File: src/rtl/seven_segment_scan_driver_pkg.sv
// Shared seven-segment definitions: segment encodings, blank/all-on patterns
// and the nibble-to-segment encoder used by the scan driver and any future decoder.
package seven_segment_scan_driver_pkg;

    typedef logic [3:0] nibble_t;
    typedef logic [6:0] seg_t;

    // Segment patterns are active-high, bit order {g,f,e,d,c,b,a}.
    localparam seg_t SEG_BLANK  = 7'h00;
    localparam seg_t SEG_ALL_ON = 7'h7F;

    localparam seg_t SEG_HEX_0 = 7'h3F;
    localparam seg_t SEG_HEX_1 = 7'h06;
    localparam seg_t SEG_HEX_2 = 7'h5B;
    localparam seg_t SEG_HEX_3 = 7'h4F;
    localparam seg_t SEG_HEX_4 = 7'h66;
    localparam seg_t SEG_HEX_5 = 7'h6D;
    localparam seg_t SEG_HEX_6 = 7'h7D;
    localparam seg_t SEG_HEX_7 = 7'h07;
    localparam seg_t SEG_HEX_8 = 7'h7F;
    localparam seg_t SEG_HEX_9 = 7'h67;
    localparam seg_t SEG_HEX_A = 7'h77;
    localparam seg_t SEG_HEX_B = 7'h7C;
    localparam seg_t SEG_HEX_C = 7'h39;
    localparam seg_t SEG_HEX_D = 7'h5E;
    localparam seg_t SEG_HEX_E = 7'h79;
    localparam seg_t SEG_HEX_F = 7'h71;

    function automatic seg_t seg_encode(input nibble_t nib);
        seg_t s;
        case (nib)
            4'h0:    s = SEG_HEX_0;
            4'h1:    s = SEG_HEX_1;
            4'h2:    s = SEG_HEX_2;
            4'h3:    s = SEG_HEX_3;
            4'h4:    s = SEG_HEX_4;
            4'h5:    s = SEG_HEX_5;
            4'h6:    s = SEG_HEX_6;
            4'h7:    s = SEG_HEX_7;
            4'h8:    s = SEG_HEX_8;
            4'h9:    s = SEG_HEX_9;
            4'hA:    s = SEG_HEX_A;
            4'hB:    s = SEG_HEX_B;
            4'hC:    s = SEG_HEX_C;
            4'hD:    s = SEG_HEX_D;
            4'hE:    s = SEG_HEX_E;
            4'hF:    s = SEG_HEX_F;
            default: s = SEG_BLANK;
        endcase
        return s;
    endfunction

endpackage

File: src/rtl/seven_segment_scan_driver_digit_lut.sv
// Combinational hex nibble to active-high {g..a} segment pattern.
module seven_segment_digit_lut
    import seven_segment_scan_driver_pkg::*;
(
    input  logic [3:0] i_nibble,
    output logic [6:0] o_seg
);

    // Pure table lookup; polarity is applied by the caller.
    always_comb begin
        o_seg = seg_encode(i_nibble);
    end

endmodule

File: src/rtl/seven_segment_scan_driver.sv
// Time-multiplexed N-digit seven-segment scan driver with double-buffered value.
// Optional leading-zero blanking is enabled by defining SEVEN_SEG_LEADING_ZERO_BLANK_EN.
module seven_segment_scan_driver
    import seven_segment_scan_driver_pkg::*;
#(
    parameter int NUM_DIGITS = 4,
    parameter int SCAN_DIV   = 50000,
    parameter int ACTIVE_LOW = 1
) (
    input  logic                    clk,
    input  logic                    rst,
    input  logic [4*NUM_DIGITS-1:0] value,
    input  logic                    load,
    input  logic                    enable,
    output logic [6:0]              seg,
    output logic [NUM_DIGITS-1:0]   an,
    output logic                    frame
);

    localparam int IDX_W = (NUM_DIGITS > 1) ? $clog2(NUM_DIGITS) : 1;
    localparam int CNT_W = $clog2(SCAN_DIV);
    localparam logic [CNT_W-1:0] CNT_LAST = CNT_W'(SCAN_DIV - 1);
    localparam logic [IDX_W-1:0] IDX_LAST = IDX_W'(NUM_DIGITS - 1);
    localparam logic [6:0] SEG_OFF = (ACTIVE_LOW != 0) ? SEG_ALL_ON : SEG_BLANK;
    localparam logic [NUM_DIGITS-1:0] AN_OFF = (ACTIVE_LOW != 0) ? {NUM_DIGITS{1'b1}} : {NUM_DIGITS{1'b0}};

    logic [CNT_W-1:0]        r_count;
    logic [IDX_W-1:0]        r_idx;
    logic [4*NUM_DIGITS-1:0] r_shadow;
    logic [4*NUM_DIGITS-1:0] r_active;
    logic                    r_frame;
    logic [6:0]              r_seg;
    logic [NUM_DIGITS-1:0]   r_an;

    logic                    w_tick;
    logic                    w_boundary;
    logic [3:0]              w_nibble;
    logic [6:0]              w_seg_ah;
    logic [NUM_DIGITS-1:0]   w_onehot;
    logic [NUM_DIGITS-1:0]   w_lit;
    logic                    w_digit_lit;
    logic [6:0]              w_seg_drive;
    logic [NUM_DIGITS-1:0]   w_an_drive;

    assign w_tick      = enable & (r_count == CNT_LAST);
    assign w_boundary  = w_tick & (r_idx == IDX_LAST);
    assign w_nibble    = 4'(r_active >> {r_idx, 2'b00});
    assign w_onehot    = NUM_DIGITS'(1'b1) << r_idx;
    assign w_digit_lit = |(w_lit & w_onehot);

    seven_segment_digit_lut u_lut (
        .i_nibble (w_nibble),
        .o_seg    (w_seg_ah)
    );

`ifdef SEVEN_SEG_LEADING_ZERO_BLANK_EN
    // Digit i stays lit only if it or some more-significant nibble is non-zero.
    always_comb begin
        w_lit = '0;
        for (int i = 1; i < NUM_DIGITS; i++) begin
            w_lit[i] = |(r_active >> (4 * i));
        end
        w_lit[0] = 1'b1;
    end
`else
    // Every digit is shown, zeros included.
    always_comb begin
        w_lit = {NUM_DIGITS{1'b1}};
    end
`endif

    // Board polarity applied to the lit-digit patterns.
    always_comb begin
        if (ACTIVE_LOW != 0) begin
            w_seg_drive = ~w_seg_ah;
            w_an_drive  = ~w_onehot;
        end else begin
            w_seg_drive = w_seg_ah;
            w_an_drive  = w_onehot;
        end
    end

    // Prescaler and digit index; both freeze while the scan is disabled.
    always_ff @(posedge clk or posedge rst) begin
        if (rst) begin
            r_count <= '0;
            r_idx   <= '0;
        end else if (w_tick) begin
            r_count <= '0;
            r_idx   <= w_boundary ? '0 : r_idx + IDX_W'(1'b1);
        end else if (enable) begin
            r_count <= r_count + CNT_W'(1'b1);
        end
    end

    // Double buffer: active only changes on a frame boundary, with load bypass.
    always_ff @(posedge clk or posedge rst) begin
        if (rst) begin
            r_shadow <= '0;
            r_active <= '0;
            r_frame  <= 1'b0;
        end else begin
            if (load) begin
                r_shadow <= value;
            end
            if (w_boundary) begin
                r_active <= load ? value : r_shadow;
            end
            r_frame <= w_boundary;
        end
    end

    // Registered pin drivers; dark when disabled or when the digit is blanked.
    always_ff @(posedge clk or posedge rst) begin
        if (rst) begin
            r_an  <= AN_OFF;
            r_seg <= SEG_OFF;
        end else if (enable && w_digit_lit) begin
            r_an  <= w_an_drive;
            r_seg <= w_seg_drive;
        end else begin
            r_an  <= AN_OFF;
            r_seg <= SEG_OFF;
        end
    end

    assign seg   = r_seg;
    assign an    = r_an;
    assign frame = r_frame;

endmodule

File: config.mk
export PLATFORM = sky130hd
export DESIGN_NAME = seven_segment_scan_driver
export DESIGN_NICKNAME = d
export VERILOG_FILES = /design/src/rtl/seven_segment_scan_driver_pkg.sv /design/src/rtl/seven_segment_scan_driver_digit_lut.sv /design/src/rtl/seven_segment_scan_driver.sv
export SDC_FILE = /design/constraint.sdc
export NUM_CORES = 1
export LEC_CHECK = 0
export BUFFER_PORTS_ARGS = -buffer_cell sky130_fd_sc_hd__buf_2
export CAP_MARGIN = 25
export CORE_UTILIZATION = 30
export CTS_CLUSTER_DIAMETER = 200
export DETAILED_ROUTE_END_ITERATION = 8
export MAX_ROUTING_LAYER = met4
export PLACE_DENSITY_LB_ADDON = 0.05
export SYNTH_ARGS = -nofsm -noshare
export SYNTH_HDL_FRONTEND = slang
export SYNTH_SLANG_ARGS = --single-unit
File: constraint.sdc
create_clock -name clk -period 2.4 [get_ports clk]
set_clock_uncertainty 0.2 [all_clocks]
set_input_delay 0.48 -clock clk [delete_from_list [all_inputs] [get_ports clk]]
set_output_delay 0.48 -clock clk [all_outputs]
set_load 0.02 [all_outputs]
==> qor.txt, run 1 <==
Worst Setup End Kind: flop
largest cells by area after synthesis: dfrtp_1 44%, dfstp_2 9.9%, mux2_2 9.6%
area leader, netlist: dfrtp_1
Synth-to-Final Area Change: 19.2%
drt first pass iters: 4
register area share after synthesis: 53.5%
die area: 10200 µm²
Nets: 296
die height: 101 µm
post-DP HPWL: 4010 µm
Die X: 101 µm
highest clock rate: 461 MHz
met1 usage: 18.5%
row count: 35
fin crit period: 2.17 ns
drt total wl: 5800 µm
layout cells sized above 1: 39.9%
clock network power share: 42.0%
Core Area: 9330 µm²
clk root buf: clkbuf_8
total power: 2480 µW
worst-skew pair later-pin latency: 0.34 ns
slack of the worst reg-to-reg path: 0.23 ns
fill count: 925
CP Max Fanout: 5
run status: complete, no violations
Syn Area/Cell: 13.1 µm²
GR Layer Usage met2: 18.0%
# DRC: 0
Worst R2R End: seg[3]
Routed Antenna Nets: 0
Yosys top cell area share: 43.6%
Least-Margin Pin Slew: 0.442 ns
# IOs: 32
hold path startpoint: value[7]
Mapped Cells: 224
drt wl/cell: 14.5 µm
Crit Path Class: reg2reg
Primary FF master, synth: dfrtp_1
port buffer count: 31
TritonCTS Buffers: 9
post-CTS setup buffers: 0
total track usage: 13.4%
Placed Area: 3250 µm²
Data arrival, critical path: 2.22 ns
synthesized net count: 254
hold crit path type: in2reg
# Max-Cap Violations: 0
global routing's busiest layer: met1
vias in the first global route: 1840
worst vdd ir: 0.000238 V
CP required: 2.45 ns
GPL Wtd Cong: 0.751
Reg-to-Reg Start: r_idx[0]
Starting Density: 31.4%
DR vias/cell: 4.62
Cell Pwr Density: 712 nW/µm²
Iteration-0 DRC Markers: 53
count of endpoints failing setup in the final report: 0
Flop pwr share: 48.9%
Synth Register Bits: 62
Tcrit/Tclk final: 90.4%
pin count of the biggest net entering global routing: 31
Lkg Pwr: 0.00163 µW
clk sinks: 62
Slew headroom: 70.1%
via count: 1849
setup_tns: 0 ns
Post-synth ARST share: 100%
Critical Path Start: r_idx[0]
Synth Warn #: 0
CTS-repair resized insts: 0
Finished Layout Cells: 400
final max-slew violation count: 0
EDFF count, synth: 0
CTS Hold Buffers Added: 1
first-pass GRT wire length: 9720 µm
post-synth cell types: 41
clk buf depth: 2
Hold Path Sink: r_shadow[7]
Worst Hold Path Cells: 2
initial antenna violation count: 0
Comb pwr share: 9.1%
Worst-path clk slew: 0.07 ns
# diodes: 0
dpl cells: 383
TritonCTS clock tree: built
unrepaired setup endpoints after global routing: false
switching portion of total power: 24.4%
post-synthesis cell area: 2930 µm²
total grt overflow: 0
Fin. Hold Viols: 0
type of origin of the critical path: flop
GR Layer Usage met3: 4.02%
Finished Cell Area: 3490 µm²
worst reg2reg path depth: 6
internal power: 1880 µW
Max H-tree Level: 3
Psw: 605 µW
==> how the worst max path moves through the flow <==
stage	cells after the start	to	slack [ns]
3_3_place_gp	6	seg[3]	0.26
6_report	6	seg[3]	0.23
2_1_floorplan	7	seg[3]	0.16
4_1_cts	6	seg[3]	0.21
5_1_grt	6	seg[3]	0.08
3_5_place_dp	6	seg[3]	0.22
==> Yosys cell counts, types with 2 or more instances <==
cell type / number
a21oi_1: 5
and3_1: 2
and4_1: 5
buf_2: 2
buf_6: 3
clkbuf_1: 3
dfrtp_1: 51
dfstp_2: 11
ha_1: 10
inv_1: 12
mux2_2: 25
mux2_4: 10
mux2i_1: 2
mux4_2: 3
nand2_1: 15
nand3_1: 7
nand4_1: 6
nor2_1: 8
nor3_1: 3
nor4b_1: 2
nor4bb_1: 4
o21ai_0: 3
o221ai_1: 4
xnor2_1: 4
xor2_1: 8
==> power by group through the flow <==
stage,logic (µW),registers [µW],clock network (µW)
after floorplan,159,1220,0
after global placement,227,1230,0
after CTS,234,1210,1090
final,227,1210,1040
after global routing,258,1230,1130
after detailed placement,231,1230,0
==> through the flow <==
step	worst slack, ns	util [%]	hold slack (ns)
global route	0.0817	37.4	0.168
floorplan	0.162	-	0.269
detailed placement	0.225	34.9	0.285
CTS	0.211	37.4	0.167
finish	0.231	37.4	0.186
global placement	0.255	34.9	0.283
==> cell type report <==
class / instances / area (µm²) / share of cell area [%]
clock buffers: 12 / 155 / 4.45
clock inverters: 4 / 70.1 / 2.01
inverters: 12 / 45.0 / 1.29
multi-input cells: 141 / 1250 / 36.0
flip-flops and latches: 62 / 1570 / 44.9
well taps: 129 / 161 / 4.63
repair buffers: 40 / 238 / 6.81
==> placed cells by master, fill, tap and decap left out, types with 8 or more instances in the layout <==
cell	instances
mux2_2	25
dfstp_2	11
xor2_1	8
nand2_1	15
nor2_1	8
dfrtp_1	51
ha_1	10
inv_1	11
buf_2	31
clkbuf_8	11
mux2_4	10
==> worst max-delay path: stages, from the launching register on <==
cell     delay [ns]
dfrtp_1        0.39
mux4_2         0.58
inv_1          0.13
ha_1           0.27
mux2_2         0.24
nor2_1         0.03
o31ai_1        0.24
==> registers in the layout, summed over array words and instances (netlist names) <==
register and count:
r_idx 2, r_active 16, an 4, frame 1
r_count 16, r_shadow 16, seg 7
==> logic make-up after synthesis <==
logic type | synth area share [%]
adders and majority gates | 4.27
and+or+nand+nor | 12.2
xor gates and xnor gates | 3.59
DFF | 53.5
buffers and inverters | 3.68
AOI/OAI and AO/OA | 4.15
muxes | 18.6
==> routing by layer <==
layer | vias up | wire length [µm]
met1 | 924 | 3080
li1 | 884 | -
met4 | 0 | 122
met5 | - | 0
met3 | 11 | 187
met2 | 30 | 2400
Note: power is estimated with default switching activity, not from simulation.
==> run 2, diff against run 1 <==
- MAX_ROUTING_LAYER: met4 -> unset
==> run 2 against run 1 <==
Compared with the run above:
- maximum frequency grew 0.11%
- wire length grew 0.38%
- utilization is the same
- flip-flop and latch count is the same
- setup slack gained 0.0024 ns
- non-clock buffer count is the same
- combinational power is essentially flat
- sequential power is essentially flat
- hold slack is essentially flat
- highest routed layer unchanged
- final area is the same
==> qor.txt, run 2 (same netlist as run 1, synthesis figures left out) <==
run status: complete, no violations
Placed Area: 3250 µm² (unchanged)
Lkg Pwr: 0.00163 µW (unchanged)
fin crit period: 2.17 ns (-0.00241 ns)
Synth-to-Final Area Change: 19.2% (unchanged)
Core Area: 9330 µm² (unchanged)
initial antenna violation count: 0 (unchanged)
Crit Path Class: reg2reg
die height: 101 µm (unchanged)
port buffer count: 31 (unchanged)
largest registers: r_active: 16 flops, r_count: 16 flops, r_shadow: 16 flops
worst-skew pair later-pin latency: 0.34 ns (about the same)
post-CTS setup buffers: 0 (unchanged)
drt total wl: 5820 µm (+0.38%)
fill count: 925 (unchanged)
most frequent cells in the layout: 51 x dfrtp_1, 31 x buf_2, 25 x mux2_2, 15 x nand2_1
slowest cell on the critical path: mux4_2
cells along the critical path: mux4_2 -> inv_1 -> ha_1 -> mux2_2 -> nor2_1 -> o31ai_1
TritonCTS clock tree: built
Critical Path Start: r_idx[0]
setup_tns: 0 ns (unchanged)
met2 wire length: 2410 µm (about the same)
Cell Pwr Density: 713 nW/µm² (+0.17%)
Reg-to-Reg Start: r_idx[0]
Starting Density: 31.4% (unchanged)
CP required: 2.45 ns (about the same)
drt first pass iters: 4 (unchanged)
crit-path max cell delay: 0.58 ns (about the same)
CP Max Fanout: 5 (unchanged)
clk root buf: clkbuf_8
Routed Antenna Nets: 0 (unchanged)
Nets: 296 (unchanged)
Iteration-0 DRC Markers: 47 (-11%)
Tcrit/Tclk final: 90.3% (-0.10 points)
highest clock rate: 461 MHz (+0.11%)
pin count of the biggest net entering global routing: 31 (unchanged)
via count: 1851 (+0.11%)
Worst-path clk slew: 0.07 ns (about the same)
DR vias/cell: 4.63 (+0.11%)
hold path startpoint: value[0]
total grt overflow: 0 (unchanged)
DRT met1 WL: 3090 µm (+0.32%)
Worst R2R End: seg[3]
slack of the worst reg-to-reg path: 0.23 ns (about the same)
# IOs: 32 (unchanged)
Finished Cell Area: 3490 µm² (unchanged)
clk sinks: 62 (unchanged)
# diodes: 0 (unchanged)
vias in the first global route: 1840 (unchanged)
Die X: 101 µm (unchanged)
count of endpoints failing setup in the final report: 0 (unchanged)
hold crit path type: in2reg
Worst Hold Path Cells: 2 (unchanged)
Hold Path Sink: r_shadow[0]
Fin. Hold Viols: 0 (unchanged)
Slew headroom: 70.1% (about the same)
worst reg2reg path depth: 6 (unchanged)
GPL Wtd Cong: 0.742 (-1.2%)
layout cells sized above 1: 39.9% (unchanged)
drt wl/cell: 14.5 µm (+0.38%)
CTS-repair resized insts: 0 (unchanged)
CTS Hold Buffers Added: 1 (unchanged)
type of origin of the critical path: flop
post-DP HPWL: 4010 µm (unchanged)
die area: 10200 µm² (unchanged)
# DRC: 0 (unchanged)
Least-Margin Pin Slew: 0.442 ns (+0.0000343 ns)
commonest non-fill, non-tap cell in the layout: dfrtp_1
worst vdd ir: 0.000242 V (+1.6%)
unrepaired setup endpoints after global routing: false
met3 wire len: 198 µm (+5.9%)
final max-slew violation count: 0 (unchanged)
Max H-tree Level: 3 (unchanged)
DR top layer: met4
Data arrival, critical path: 2.22 ns (about the same)
TritonCTS Buffers: 9 (unchanged)
total track usage: 13.0% (-0.41 points)
final core utilization: 37.4% (unchanged)
row count: 35 (unchanged)
# Max-Cap Violations: 0 (unchanged)
clk buf depth: 2 (unchanged)
first-pass GRT wire length: 9720 µm (unchanged)
Worst Setup End Kind: flop
[run 2: final cells by class]
class,count,area (µm²),share of cell area [%]
Sequential cell,62,1570,44.9
Clock inverter,4,70.1,2.01
Clock buffer,12,155,4.45
Multi-Input combinational cell,141,1250,36.0
Inverter,12,45.0,1.29
Timing Repair Buffer,40,238,6.81
Tap cell,129,161,4.63
[run 2: power breakdown]
part           total [µW]  leakage (µW)  internal (µW)  switching (µW)
sequential           1210      0.000766           1130            79.4
combinational         227      0.000746            106             121
clock                1050      0.000116            639             409
total                2490       0.00163           1880             609
[run 2: per-stage QoR]
stage          hold slack, ns  setup WS [ns]  total power, µW  instances
6_report                0.186          0.233             2490        400
2_1_floorplan           0.269          0.162             1380        224
4_1_cts                 0.167          0.211             2530        400
5_1_grt                 0.168         0.0817             2610        400
3_3_place_gp            0.283          0.255             1460        383
3_5_place_dp            0.285          0.225             1460        383
[run 2: how the worst max path moves through the flow]
| stage | endpoint | cells after the start |
|---|---|---|
| detailed placement | seg[3] | 6 |
| global route | seg[3] | 6 |
| finish | seg[3] | 6 |
| floorplan | seg[3] | 7 |
| global placement | seg[3] | 6 |
| CTS | seg[3] | 6 |
[run 2: worst max-delay path, delay by kind of cell (launching register included)]
| kind | cells | cell delay [ns] |
|---|---|---|
| and+or+nand+nor | 1 | 0.04 |
| buffers and inverters | 1 | 0.13 |
| DFF | 1 | 0.39 |
| AOI/OAI and AO/OA | 1 | 0.24 |
| muxes | 2 | 0.82 |
| adders and majority gates | 1 | 0.27 |
[run 2: layer usage]
layer / track usage (%) / vias to the layer above
li1: - / 884
met4: 6.24 / 0
met2: 18.0 / 31
met3: 4.16 / 11
met5: 0 / -
met1: 18.3 / 925
